--- config.mk ---
export PLATFORM = sky130hd
export DESIGN_NAME = hdmi_rx_video_decoder
export DESIGN_NICKNAME = d
export VERILOG_FILES = /design/src/rtl/hdmi_rx_video_decoder.sv
export SDC_FILE = /design/constraint.sdc
export NUM_CORES = 1
export LEC_CHECK = 0
export CORE_ASPECT_RATIO = 0.8
export CORE_UTILIZATION = 45
export DETAILED_ROUTE_END_ITERATION = 10
export HOLD_SLACK_MARGIN = 0.05
export PLACE_DENSITY = 0.68
export SLEW_MARGIN = 25
export SYNTH_ARGS = -nofsm -noshare
export SYNTH_HDL_FRONTEND = slang
export SYNTH_SLANG_ARGS = --single-unit
--- constraint.sdc ---
create_clock -name pixel_clk -period 9.6 [get_ports pixel_clk]
set_input_delay 2.88 -clock pixel_clk [delete_from_list [all_inputs] [get_ports pixel_clk]]
set_output_delay 2.88 -clock pixel_clk [all_outputs]
set_load 0.02 [all_outputs]
--- src/rtl/hdmi_rx_video_decoder.sv ---
// ---------------------------------------------------------------------------
// hdmi_rx_video_decoder
//
// Receive-side video decoder. Takes a parallel DE/HSYNC/VSYNC stream that
// carries YCbCr 4:2:2 (8-bit Y plus 8-bit time-multiplexed Cb/Cr) and
// rebuilds 4:4:4 pixels tagged with x/y coordinates. It also measures the
// frame geometry and reports whether that geometry is stable (locked).
//
// Ports
//   pixel_clk            pixel clock, every port is synchronous to it
//   reset_n              synchronous reset, ACTIVE-HIGH despite the name
//   in_de                data enable
//   in_hsync / in_vsync  syncs, active level set by HS_POL / VS_POL
//   in_Y                 luma
//   in_Cb_Cr             chroma, Cb on even active pixels, Cr on odd ones
//   out_valid            reconstructed pixel valid (2 clocks after input)
//   out_Y/out_Cb/out_Cr  reconstructed 4:4:4 pixel
//   out_x / out_y        column / active-line index, 0-based
//   out_sof / out_eol    first pixel of frame / last pixel of line
//   h_total / h_active   clocks per line / DE clocks per line
//   v_total / v_active   lines per frame / active lines per frame
//   locked               geometry identical for LOCK_FRAMES frames
//   fmt_err              sticky: a line with an odd number of pixels seen
// ---------------------------------------------------------------------------
module hdmi_rx_video_decoder #(
    parameter int   HW          = 12,
    parameter int   VW          = 11,
    parameter logic HS_POL      = 1'b1,
    parameter logic VS_POL      = 1'b1,
    parameter int   LOCK_FRAMES = 2
) (
    input  logic          pixel_clk,
    input  logic          reset_n,
    input  logic          in_de,
    input  logic          in_hsync,
    input  logic          in_vsync,
    input  logic [7:0]    in_Y,
    input  logic [7:0]    in_Cb_Cr,
    output logic          out_valid,
    output logic [7:0]    out_Y,
    output logic [7:0]    out_Cb,
    output logic [7:0]    out_Cr,
    output logic [HW-1:0] out_x,
    output logic [VW-1:0] out_y,
    output logic          out_sof,
    output logic          out_eol,
    output logic [HW-1:0] h_total,
    output logic [HW-1:0] h_active,
    output logic [VW-1:0] v_total,
    output logic [VW-1:0] v_active,
    output logic          locked,
    output logic          fmt_err
);

    typedef enum logic [1:0] {
        SEARCH,
        CHECK,
        LOCKED
    } lock_state_t;

    localparam logic [3:0] LOCK_TGT       = 4'(LOCK_FRAMES);
    localparam logic [7:0] CHROMA_NEUTRAL = 8'h80;

    // Counters stick at all-ones instead of wrapping.
    function automatic logic [HW-1:0] h_sat_inc(input logic [HW-1:0] v);
        return (&v) ? v : v + HW'(1);
    endfunction

    function automatic logic [VW-1:0] v_sat_inc(input logic [VW-1:0] v);
        return (&v) ? v : v + VW'(1);
    endfunction

    // -----------------------------------------------------------------------
    // Input stage: one register on every input, syncs normalised so that
    // 1 always means "sync active".
    // -----------------------------------------------------------------------
    logic       r_de, r_hs, r_vs;
    logic       r_de_d, r_hs_d, r_vs_d;
    logic [7:0] r_y, r_c;

    always_ff @(posedge pixel_clk) begin
        // NOTE: sequential state uses non-blocking assignments only, so every
        // register samples the pre-edge value no matter the statement order.
        if (reset_n) begin
            r_de   <= 1'b0;
            r_hs   <= 1'b0;
            r_vs   <= 1'b0;
            r_de_d <= 1'b0;
            r_hs_d <= 1'b0;
            r_vs_d <= 1'b0;
            r_y    <= '0;
            r_c    <= '0;
        end else begin
            r_de   <= in_de;
            r_hs   <= (in_hsync == HS_POL);
            r_vs   <= (in_vsync == VS_POL);
            r_de_d <= r_de;
            r_hs_d <= r_hs;
            r_vs_d <= r_vs;
            r_y    <= in_Y;
            r_c    <= in_Cb_Cr;
        end
    end

    logic hs_edge, vs_edge, de_rise, de_fall;

    assign hs_edge = r_hs & ~r_hs_d;
    assign vs_edge = r_vs & ~r_vs_d;
    assign de_rise = r_de & ~r_de_d;
    assign de_fall = ~r_de & r_de_d;

    // Nothing is decoded or measured until the first frame boundary has been
    // seen, so the first partial frame after reset is discarded.
    logic sync_acquired;

    always_ff @(posedge pixel_clk) begin
        if (reset_n) begin
            sync_acquired <= 1'b0;
        end else if (vs_edge) begin
            sync_acquired <= 1'b1;
        end
    end

    // -----------------------------------------------------------------------
    // Pixel path. The registered pixel (r_*) is paired with the pixel still
    // on the port: an even pixel borrows its Cr from the port, which keeps
    // the total latency at two clocks.
    // -----------------------------------------------------------------------
    logic          last_odd;
    logic [7:0]    cb_hold;
    logic [HW-1:0] x_cnt;
    logic [VW-1:0] y_cnt;

    logic          pix_odd;
    logic [HW-1:0] pix_x;
    logic [7:0]    pix_cb, pix_cr;
    logic          acq_pix;
    logic          partner_missing;

    assign pix_odd         = de_rise ? 1'b0 : ~last_odd;
    assign pix_x           = de_rise ? '0 : h_sat_inc(x_cnt);
    assign acq_pix         = r_de & sync_acquired;
    // An even pixel whose successor is not DE ends an odd-length line.
    assign partner_missing = ~pix_odd & ~in_de;
    assign pix_cb          = pix_odd ? cb_hold : r_c;
    assign pix_cr          = pix_odd ? r_c : (in_de ? in_Cb_Cr : CHROMA_NEUTRAL);

    always_ff @(posedge pixel_clk) begin
        if (reset_n) begin
            out_valid <= 1'b0;
            out_sof   <= 1'b0;
            out_eol   <= 1'b0;
            out_Y     <= '0;
            out_Cb    <= '0;
            out_Cr    <= '0;
            out_x     <= '0;
            out_y     <= '0;
            last_odd  <= 1'b0;
            cb_hold   <= '0;
            x_cnt     <= '0;
            y_cnt     <= '0;
            fmt_err   <= 1'b0;
        end else begin
            out_valid <= acq_pix;
            out_sof   <= acq_pix & (pix_x == '0) & (y_cnt == '0);
            out_eol   <= acq_pix & ~in_de;

            if (r_de) begin
                out_Y    <= r_y;
                out_Cb   <= pix_cb;
                out_Cr   <= pix_cr;
                out_x    <= pix_x;
                out_y    <= y_cnt;
                x_cnt    <= pix_x;
                last_odd <= pix_odd;
                if (!pix_odd) begin
                    cb_hold <= r_c;
                end
            end

            if (acq_pix && partner_missing) begin
                fmt_err <= 1'b1;
            end

            // Frame start wins over a coincident end of line.
            if (vs_edge) begin
                y_cnt <= '0;
            end else if (de_fall) begin
                y_cnt <= v_sat_inc(y_cnt);
            end
        end
    end

    // -----------------------------------------------------------------------
    // Geometry measurement. Per-line values land in shadows; the frame
    // boundary copies the most recent completed line plus the line counts.
    // The cand_* terms fold in an hsync edge or DE fall landing on the same
    // clock as the vsync edge, so those count toward the frame that ends.
    // -----------------------------------------------------------------------
    logic [HW-1:0] h_cnt, h_line, de_cnt, de_line;
    logic [VW-1:0] line_cnt, act_cnt;
    logic [HW-1:0] cand_ht, cand_ha;
    logic [VW-1:0] cand_vt, cand_va;

    assign cand_ht = hs_edge ? h_cnt : h_line;
    assign cand_ha = de_fall ? de_cnt : de_line;
    assign cand_vt = hs_edge ? v_sat_inc(line_cnt) : line_cnt;
    assign cand_va = de_fall ? v_sat_inc(act_cnt) : act_cnt;

    always_ff @(posedge pixel_clk) begin
        if (reset_n) begin
            h_cnt    <= '0;
            h_line   <= '0;
            de_cnt   <= '0;
            de_line  <= '0;
            line_cnt <= '0;
            act_cnt  <= '0;
            h_total  <= '0;
            h_active <= '0;
            v_total  <= '0;
            v_active <= '0;
        end else begin
            // h_cnt restarts at 1 so that it equals the line length when the
            // next leading edge arrives.
            if (hs_edge) begin
                h_cnt  <= HW'(1);
                h_line <= h_cnt;
            end else begin
                h_cnt  <= h_sat_inc(h_cnt);
            end

            if (r_de) begin
                de_cnt <= de_rise ? HW'(1) : h_sat_inc(de_cnt);
            end
            if (de_fall) begin
                de_line <= de_cnt;
            end

            if (vs_edge) begin
                line_cnt <= '0;
                act_cnt  <= '0;
            end else begin
                if (hs_edge) begin
                    line_cnt <= v_sat_inc(line_cnt);
                end
                if (de_fall) begin
                    act_cnt <= v_sat_inc(act_cnt);
                end
            end

            if (vs_edge && sync_acquired) begin
                h_total  <= cand_ht;
                h_active <= cand_ha;
                v_total  <= cand_vt;
                v_active <= cand_va;
            end
        end
    end

    // -----------------------------------------------------------------------
    // Lock FSM, evaluated once per frame on the vsync leading edge against
    // the values being latched on that same edge.
    // -----------------------------------------------------------------------
    lock_state_t   state, next_state;
    logic [HW-1:0] st_ht, st_ha;
    logic [VW-1:0] st_vt, st_va;
    logic [3:0]    match_cnt, match_nxt, match_inc;
    logic          store_set;
    logic          eval, any_zero, same_set;

    assign eval      = vs_edge & sync_acquired;
    assign any_zero  = (cand_ht == '0) | (cand_ha == '0) |
                       (cand_vt == '0) | (cand_va == '0);
    assign same_set  = (cand_ht == st_ht) & (cand_ha == st_ha) &
                       (cand_vt == st_vt) & (cand_va == st_va);
    assign match_inc = match_cnt + 4'd1;

    always_comb begin
        // NOTE: every output of this block gets a default first, so no path
        // leaves one unassigned and no latch is inferred.
        next_state = state;
        match_nxt  = match_cnt;
        store_set  = 1'b0;

        if (eval) begin
            if (any_zero) begin
                next_state = SEARCH;
                match_nxt  = '0;
            end else begin
                case (state)
                    SEARCH: begin
                        store_set  = 1'b1;
                        match_nxt  = 4'd1;
                        next_state = (LOCK_TGT <= 4'd1) ? LOCKED : CHECK;
                    end
                    CHECK: begin
                        if (same_set) begin
                            match_nxt = match_inc;
                            if (match_inc >= LOCK_TGT) begin
                                next_state = LOCKED;
                            end
                        end else begin
                            store_set = 1'b1;
                            match_nxt = 4'd1;
                        end
                    end
                    LOCKED: begin
                        if (!same_set) begin
                            store_set  = 1'b1;
                            match_nxt  = 4'd1;
                            next_state = CHECK;
                        end
                    end
                    default: begin
                        next_state = SEARCH;
                        match_nxt  = '0;
                    end
                endcase
            end
        end
    end

    always_ff @(posedge pixel_clk) begin
        if (reset_n) begin
            state     <= SEARCH;
            match_cnt <= '0;
            st_ht     <= '0;
            st_ha     <= '0;
            st_vt     <= '0;
            st_va     <= '0;
        end else begin
            state     <= next_state;
            match_cnt <= match_nxt;
            if (store_set) begin
                st_ht <= cand_ht;
                st_ha <= cand_ha;
                st_vt <= cand_vt;
                st_va <= cand_va;
            end
        end
    end

    assign locked = (state == LOCKED);

endmodule

# Yosys cells after proc, flatten, opt, wreduce, memory -nomap -nowiden
# Index checks and enable logic that the tools add are counted.
# word_totals
ff_bits	254
inputBits	21
output_inout_bits	98
wordCells	131
# op_classes
n_addsub	7
n_lt_le_gt_ge	1
eq_ne	11
mux	28
n_bitwise	24
n_reduce_logical	23
# op_table
cell	count
$mux W12	6
$mux W11	4
$add A12 B1 Y12 const B	3
$logic_not A12 Y1	3
$reduce_and A12 Y1	3
$add A11 B1 Y11 const B	3
$logic_not A11 Y1	3
$reduce_and A11 Y1	3
$eq A12 B12 Y1	2
$eq A11 B11 Y1	2
$mux W8	2
$and A1 B1 Y1	13
$mux W4	3
$pmux W4 S3	1
$ne A3 B3 Y1 const B	3
$mux W2	4
$not A1 Y1	8
$reduce_and A2 Y1	4
$mux W1	6
$pmux W2 S3	1
$reduce_or A2 Y1	3
$add A4 B1 Y4 const B	1
$ge A4 B2 Y1 const B	1
$ne A2 B2 Y1 const B	2
7 further kinds	10

# Longest topological paths before layout
# Gate-level depths: netlist of run 1.
# depth
ltp_word	11
mapped_depth	13
ltp_nobuf	10

# Least setup slack after synthesis of run 1
# OpenSTA, ideal clock, no wires.
# synth_timing
path_kind	input-to-reg
start	input port reset_n
end	register de_cnt[0]
setup_ns	0.128
t_arrival_ns	4.063
t_required_ns	9.472
setup_slack_ns	5.410
cell_stages	5
n_path_buf	4
cell_sequence	clkbuf_1 > buf_1 > clkbuf_1 > buf_1 > nor2_1
# synth_rtl
element	line_no	source
from (decl)	33	input logic reset_n,
to (signal assigned)	233	de_cnt <= de_rise ? HW'(1) : h_sat_inc(de_cnt);
to (decl)	200	logic [HW-1:0] h_cnt, h_line, de_cnt, de_line;
# No word-level cell between the ends.

# Worst setup path after layout of run 1
# layout_timing
start	register state[0]
end	output port locked
# layout_between
elab_chain_cells	1
# layout_rtl
element	line_no	source
from (decl)	264	lock_state_t state, next_state;
from (signal assigned)	332	state <= next_state;
$eq A2 B2 Y1	343	assign locked = (state == LOCKED);
to (decl)	51	output logic locked,
# No other way between the ends.

==> results of run 1 <==
-- kinds of logic after synthesis --
| logic type | Yosys count | synth area share, % |
|---|---|---|
| flip-flops | 254 | 42.6 |
| AND/OR/NAND/NOR | 588 | 24.5 |
| XOR/XNOR | 63 | 4.74 |
| buffers and inverters | 114 | 4.30 |
| adder cells (fa/ha/maj) | 14 | 1.47 |
| multiplexers | 93 | 9.34 |
| AO/OA/AOI/OAI | 219 | 13.0 |
-- flip-flops by register name, summed over array words and instances (netlist names), 12 cells and up --
signal	count
de_cnt	12
x_cnt	12
st_ht	12
h_cnt	12
h_line	12
h_active	12
h_total	12
de_line	12
st_ha	12
-- routing by layer --
metal | GRT usage (%) | routed length (µm)
met3 | 3.15 | 1600
met5 | 0 | 0
met4 | 5.83 | 679
met2 | 32.9 | 12600
met1 | 33.7 | 15400
-- cell type report --
| cell class | instances | share of cell area (%) |
|---|---|---|
| multi-input cells | 977 | 44.7 |
| flip-flops and latches | 254 | 35.9 |
| repair buffers | 126 | 8.78 |
| clock buffers | 37 | 5.46 |
| well taps | 351 | 3.10 |
| clock inverters | 11 | 1.18 |
| inverters | 32 | 0.848 |
-- synthesized netlist by cell type (4+ instances only) --
library cell	n
nor3b_1	5
buf_2	9
buf_1	17
a211oi_1	41
mux2i_1	52
nor2_1	222
or3_1	11
a311oi_1	7
xnor2_1	33
o221ai_1	5
inv_1	32
ha_1	14
nand2b_1	8
nor3_1	29
a31oi_1	13
or2_2	7
xor2_1	29
o21a_1	4
and3_1	13
dfxtp_1	254
nor4_1	22
a21oi_1	62
and4_1	9
nor2b_1	65
nand2_1	94
buf_6	4
mux2_2	6
clkbuf_1	47
a22oi_1	4
a2111oi_0	5
nand4_1	26
and2_1	8
o22ai_1	5
nand3_1	44
mux2_4	35
o21ai_0	28
-- layout by cell type (no fill, tap or decap), types with 22 or more instances in the layout --
master and count:
nor2_1 222, clkdlybuf4s50_1 117, nor2b_1 65, nor3_1 29, nand3_1 44, xnor2_1 33
nand2_1 94, a21oi_1 62, nor4_1 22, xor2_1 29, mux2_4 35, dfxtp_1 253
inv_1 32, mux2i_1 52, o21ai_0 28, nand4_1 26, clkbuf_16 27, a211oi_1 41
-- where the power goes --
part	switching [mW]	internal, mW
Sequential	0.0125	1.07
Combinational	0.0811	0.0512
Clock	0.424	0.669
-- per-stage QoR --
stage	hold WS, ns	setup slack, ns	area (µm²)	util [%]
6_report	0.456	4.68	14200	55.2
5_1_grt	0.477	4.64	14200	55.2
4_1_cts	0.457	4.67	14200	55.2
3_5_place_dp	0.449	4.36	13200	51.6
3_3_place_gp	0.443	4.36	13200	51.6
2_1_floorplan	0.430	5.41	11900	-
-- worst register-to-register path: cells and delay by family, from the launching register on --
family / cells / cell delay, ns
buffers and inverters: 1 / 0.46
flip-flops: 1 / 0.50
XOR/XNOR: 1 / 0.24
AO/OA/AOI/OAI: 2 / 0.26
AND/OR/NAND/NOR: 5 / 1.87
adder cells (fa/ha/maj): 1 / 0.37
multiplexers: 1 / 0.42
-- worst max-delay path by stage --
stage                                from                   endpoint  slack, ns  cells after the start
global placement                  reset_n  match_cnt[2]$_SDFFE_PP0P_       4.36                      5
CTS                 state[0]$_SDFFE_PP0P_                     locked       4.67                      3
detailed placement                reset_n  match_cnt[2]$_SDFFE_PP0P_       4.36                      5
finish              state[0]$_SDFFE_PP0P_                     locked       4.68                      3
floorplan                         reset_n     de_cnt[0]$_SDFFE_PP0P_       5.41                      5
global route        state[0]$_SDFFE_PP0P_                     locked       4.64                      3
==> impl_results.rst, run 1 <==
.. list-table::
   :header-rows: 1

   * - Metric
     - Value
   * - Area of the multi-input gates
     - 6330 µm²
   * - Origin of the worst min-delay path
     - cb_hold[4]$_SDFFE_PP0P_
   * - Path class of the lowest-slack min-delay path
     - reg2reg
   * - Cell Count, Final, Fillers Out
     - 1788
   * - Fillcell total
     - 2362
   * - Clock buffers created by TritonCTS
     - 27
   * - Congestion Overflow GR
     - 0
   * - Largest net degree at the start of global routing
     - 135
   * - Number of cells on the worst reg-to-reg path
     - 11
   * - Overall routing resource usage
     - 22.3%
   * - Post-route DRC violation count
     - 0
   * - Transition at the pin with the smallest max-transition slack
     - 1.01 ns
   * - Synth cell types
     - 83
   * - Number of global-route vias before repair
     - 9144
   * - Final critical-path required period
     - 4.92 ns
   * - Final WL
     - between 30 and 40 mm
   * - H-Tree Depth
     - 1
   * - Skew-Pair Late Insertion Delay
     - 0.54 ns
   * - FF-to-FF End
     - st_ha[0]$_SDFFE_PP0P_
   * - Setup repair bufs after CTS
     - 0
   * - RSZ-0062 raised after global routing
     - false
   * - Wire length of the first global-routing pass
     - about 49 mm
   * - Clock transition at the registers of the reported paths
     - 0.06 ns
   * - Gpl congestion
     - 0.914
   * - Slowest CP cell
     - clkdlybuf4s50_1
   * - Total setup violations reported at the end of the flow
     - 0
   * - Area of all sequential standard cells
     - about 5000 µm²
   * - Final nets
     - ~1500
   * - Hold-fix buffers at CTS
     - 0
   * - Worst-path maximum fanout
     - 6
   * - Starting DRC count in detailed routing
     - between 700 and 800
   * - Detailed Place HPWL
     - 20.8 mm
   * - Vias after detailed routing
     - around 10000
   * - Gate count after technology mapping
     - 1345
   * - Starting utilization of the core area
     - 46.5%
   * - Kind of start point of the critical path
     - flip-flop
   * - Synthesized cell area
     - 11900 µm²
   * - Die Y
     - approximately 150 µm
   * - CTS-repair resized insts
     - 0
   * - R2r setup slk
     - 5.38 ns
   * - Cell count after placement
     - 1740
   * - Number of synthesized flops with an enable pin
     - 0
   * - Post-synthesis async set-or-reset flop share
     - 0%
   * - Total die area
     - 27200 µm²
   * - Crit Path Class
     - reg2out
   * - Clock Tree Buf Depth
     - 3
   * - Total count of hold-check failures in the final report
     - 0
   * - Cell row count
     - 52
   * - Average wire length per cell after detail routing
     - 16.9 µm
   * - Critical register-to-register path startpoint
     - act_cnt[0]$_SDFF_PP0_
   * - Static leakage power
     - 5.22 nW
   * - Endpoint type of the worst setup path
     - primary output
   * - Hold-critical path depth
     - 2
   * - Flip-flop cell with the highest count after synthesis
     - dfxtp_1
   * - Achievable Freq
     - 0.203 GHz
   * - Relative slew margins
     - between 30% and 40%
   * - Post-detailed-route count of antenna-violating nets
     - 0
   * - Count of inserted antenna diode cells
     - 0
   * - Share of Yosys cell area claimed by the top area cell type
     - between 40% and 50%
   * - Final Cycle Share
     - 51.3%
   * - TritonCTS clock tree
     - done
   * - Average size of a mapped cell
     - between 8 and 9 µm²
   * - Antenna violations before repair
     - 0
   * - First-pass iteration count of the detailed router
     - 5
   * - Flip-flop and latch count after synthesis
     - about 250
   * - Buffers added on ports
     - 118
   * - Total Neg Setup Slack
     - 0 ns
   * - WP data required
     - 6.72 ns
   * - Largest stage delay on the critical path
     - 0.67 ns
   * - Number of vias per cell
     - 5.54
   * - Result of the run
     - finished clean
   * - Synth area leader
     - dfxtp_1
   * - Top area cells in the synthesized netlist
     - dfxtp_1 (43%), nor2_1 (7.0%), mux2_4 (4.4%), mux2i_1 (4.4%), nor2b_1 (3.4%)
   * - Clk_skew
     - 0.00986 ns
   * - Die boundary width
     - 184 µm
   * - Proportion of synthesized chip area in sequential cells
     - between 40% and 50%
   * - Number of max-cap violations
     - 0
   * - IR Drop Worst-Case VDD
     - 0.124 mV
   * - Area inside the core boundary
     - 25600 µm²
   * - Clock root cell
     - clkbuf_16
   * - TritonCTS sink count
     - 254
   * - Synthesis warning total
     - 0
   * - Share of post-route cells with drive strength above 1
     - 8.28%
   * - Area growth from synthesis to layout
     - 18.7%
   * - Number of pins with negative max-slew slack in the final report
     - 0
   * - Worst Path Arrival
     - 2.04 ns
   * - Crit path buf inv count
     - 2
   * - Worst Hold Endpoint
     - cb_hold[4]$_SDFFE_PP0P_
   * - Power per standard cell area
     - 163 nW/µm²
   * - Cell family with most CP delay
     - buffers and inverters
   * - Post-synthesis net count
     - 1380
   * - Final Power
     - 2.31 mW
   * - Ordered list of cells on the worst path
     - inv_1, ha_1, clkdlybuf4s50_1
   * - Top Ports
     - 119
Note: power is estimated with default switching activity, not from simulation.
==> run 2: changes to the inputs <==
==> constraint.sdc (replaced) <==
create_clock -name pixel_clk -period 4.7 [get_ports pixel_clk]
set_input_delay 1.41 -clock pixel_clk [delete_from_list [all_inputs] [get_ports pixel_clk]]
set_output_delay 1.41 -clock pixel_clk [all_outputs]
set_load 0.02 [all_outputs]
==> run 2 against run 1 <==
- sequential power increased by 100%
- combinational power is 110% higher
- critical path depth is 8 higher
- flip-flop and latch count is the same
- register-to-register slack worse by 5.0 ns
- first-iteration DRC count up 12%
- die area is the same
- via count rose by 0.78%
==> impl_results.rst, run 2 (same netlist as run 1, synthesis figures left out) <==
.. list-table::
   :header-rows: 1

   * - Metric
     - Value
   * - Post-Layout Inst Area
     - around 14000 µm²
   * - Total count of hold-check failures in the final report
     - 0
   * - Die boundary width
     - approximately 180 µm
   * - Final nets
     - 1462
   * - Placed Area
     - approximately 13000 µm²
   * - Critical register-to-register path startpoint
     - r_de_d$_SDFF_PP0_
   * - Final Power
     - 4.75 mW
   * - Count of inserted antenna diode cells
     - 0
   * - Cell row count
     - 52
   * - Worst Hold Endpoint
     - v_total[2]$_SDFFE_PP0P_
   * - Area of the multi-input gates
     - between 6000 and 7000 µm²
   * - Buffers added on ports
     - 118
   * - Clk_skew
     - 0.0100 ns
   * - Largest stage delay on the critical path
     - 0.78 ns
   * - Area inside the core boundary
     - 25600 µm²
   * - Overall routing resource usage
     - between 20 and 25%
   * - Top Ports
     - 119
   * - Die Y
     - approximately 150 µm
   * - Congestion Overflow GR
     - 0
   * - Path class of the lowest-slack min-delay path
     - reg2reg
   * - TritonCTS clock tree
     - done
   * - Worst Path Arrival
     - between 4 and 5 ns
   * - Power per standard cell area
     - 333 nW/µm²
   * - IR Drop Worst-Case VDD
     - 0.236 mV
   * - Achievable Freq
     - 0.232 GHz
   * - Origin of the worst min-delay path
     - v_total[2]$_SDFFE_PP0P_
   * - Total setup violations reported at the end of the flow
     - 0
   * - RSZ-0062 raised after global routing
     - false
   * - Area growth from synthesis to layout
     - 19.7%
   * - Number of vias per cell
     - 5.56
   * - Static leakage power
     - 5.28 nW
   * - Crit Path Class
     - reg2reg
   * - R2r setup slk
     - 0.39 ns
   * - Relative slew margins
     - between 30% and 40%
   * - Setup repair bufs after CTS
     - 0
   * - Hold-fix buffers at CTS
     - 0
   * - Pre-CTS setup slack
     - 0.490 ns
   * - Post-layout worst setup margin
     - 0.395 ns
   * - Result of the run
     - finished clean
   * - Clock Tree Buf Depth
     - 3
   * - Fillcell total
     - between 2000 and 2500
   * - Average wire length per cell after detail routing
     - 17.3 µm
   * - Area of all sequential standard cells
     - 5090 µm²
   * - Clock transition at the registers of the reported paths
     - 0.06 ns
   * - Clock buffers created by TritonCTS
     - 26
   * - Kind of start point of the critical path
     - flip-flop
   * - Post-route DRC violation count
     - 0
   * - Share of post-route cells with drive strength above 1
     - 8.98%
   * - Post-detailed-route count of antenna-violating nets
     - 0
   * - Endpoint type of the worst setup path
     - flip-flop
   * - Total Neg Setup Slack
     - 0 ns
   * - Final WL
     - 31.1 mm
   * - Final Cycle Share
     - approximately nine tenths
   * - First-pass iteration count of the detailed router
     - 5
   * - Starting utilization of the core area
     - 46.5%
   * - CTS-repair resized insts
     - 0
   * - Final critical-path required period
     - around 4.3 ns
   * - H-Tree Depth
     - 1
   * - Wire length of the first global-routing pass
     - 50.1 mm
   * - Total die area
     - 27200 µm²
   * - Crit path top cell by count
     - buf_4
   * - Vias after detailed routing
     - 9991
   * - TritonCTS sink count
     - 254
   * - Hold-critical path depth
     - 2
   * - Most common cell after layout, fill and taps aside
     - dfxtp_1
   * - Slowest CP cell
     - nor2b_1
   * - Highest-count cells in the layout ignoring fill and taps
     - dfxtp_1 (253), nor2_1 (222), clkdlybuf4s50_1 (117)
   * - WP data required
     - 5.12 ns
   * - Largest net degree at the start of global routing
     - 140
   * - Number of pins with negative max-slew slack in the final report
     - 0
   * - Transition at the pin with the smallest max-transition slack
     - 0.969 ns
   * - Skew-Pair Late Insertion Delay
     - 0.54 ns
   * - Clock root cell
     - clkbuf_16
   * - FF-to-FF End
     - st_ht[1]$_SDFFE_PP0P_
   * - Starting DRC count in detailed routing
     - 889
   * - Antenna violations before repair
     - 0
   * - Detailed Place HPWL
     - 21.6 mm
   * - Number of global-route vias before repair
     - 9099
   * - Worst-path maximum fanout
     - 16
   * - Ordered list of cells on the worst path
     - buf_4, nor2b_1, o31ai_4, or3_1, nand2_1, o2111ai_1, nor3_4, a21boi_2, o211ai_4, buf_4, mux2_4
   * - Gpl congestion
     - 0.937
   * - Number of cells on the worst reg-to-reg path
     - 11
   * - Number of max-cap violations
     - 0
-- run 2: report_power, final --
part | switching [mW] | internal (mW)
combinational | 0.169 | 0.109
clock | 0.882 | 1.38
sequential | 0.0240 | 2.19
total | 1.07 | 3.68
-- run 2: cell type report --
cell class | instances | area share, %
Tap cell | 351 | 3.08
Clock inverter | 11 | 1.19
Sequential cell | 254 | 35.6
Multi-Input combinational cell | 977 | 44.4
Timing Repair Buffer | 136 | 9.41
Clock buffer | 37 | 5.49
Inverter | 32 | 0.842
-- run 2: worst max path at each step --
stage / from / depth (start not counted) / to
floorplan: act_cnt[1]$_SDFF_PP0_ / 11 / st_ha[10]$_SDFFE_PP0P_
global placement: r_de_d$_SDFF_PP0_ / 11 / st_ht[9]$_SDFFE_PP0P_
detailed placement: r_de_d$_SDFF_PP0_ / 11 / st_ha[9]$_SDFFE_PP0P_
CTS: r_de_d$_SDFF_PP0_ / 11 / st_ht[1]$_SDFFE_PP0P_
global route: r_de_d$_SDFF_PP0_ / 11 / st_ht[1]$_SDFFE_PP0P_
finish: r_de_d$_SDFF_PP0_ / 11 / st_ht[1]$_SDFFE_PP0P_
-- run 2: metal layers --
layer / GRT usage, % / part of all wire (%) / vias up
met5: 0 / 0 / -
met4: 5.00 / 1.8 / 0
met3: 3.65 / 6.1 / 43
met2: 34.1 / 43 / 314
met1: 34.3 / 50 / 4723
li1: - / - / 4911
-- run 2: worst max-delay path: cells and delay by family (launching register included) --
kind                   cells  cell delay (ns)
and+or+nand+nor            4             1.70
muxes                      1             0.31
buffers and inverters      2             0.54
DFF                        1             0.46
AOI/OAI and AO/OA          4             1.17
-- run 2: per-stage QoR --
| step | util (%) | cells | hold WS, ns |
|---|---|---|---|
| final | 55.7 | 1798 | 0.453 |
| after global routing | 55.7 | 1798 | 0.469 |
| after CTS | 55.7 | 1798 | 0.455 |
| after detailed placement | 52.0 | 1750 | 0.446 |
| after global placement | 52.0 | 1750 | 0.439 |
| after floorplan | - | 1345 | 0.430 |
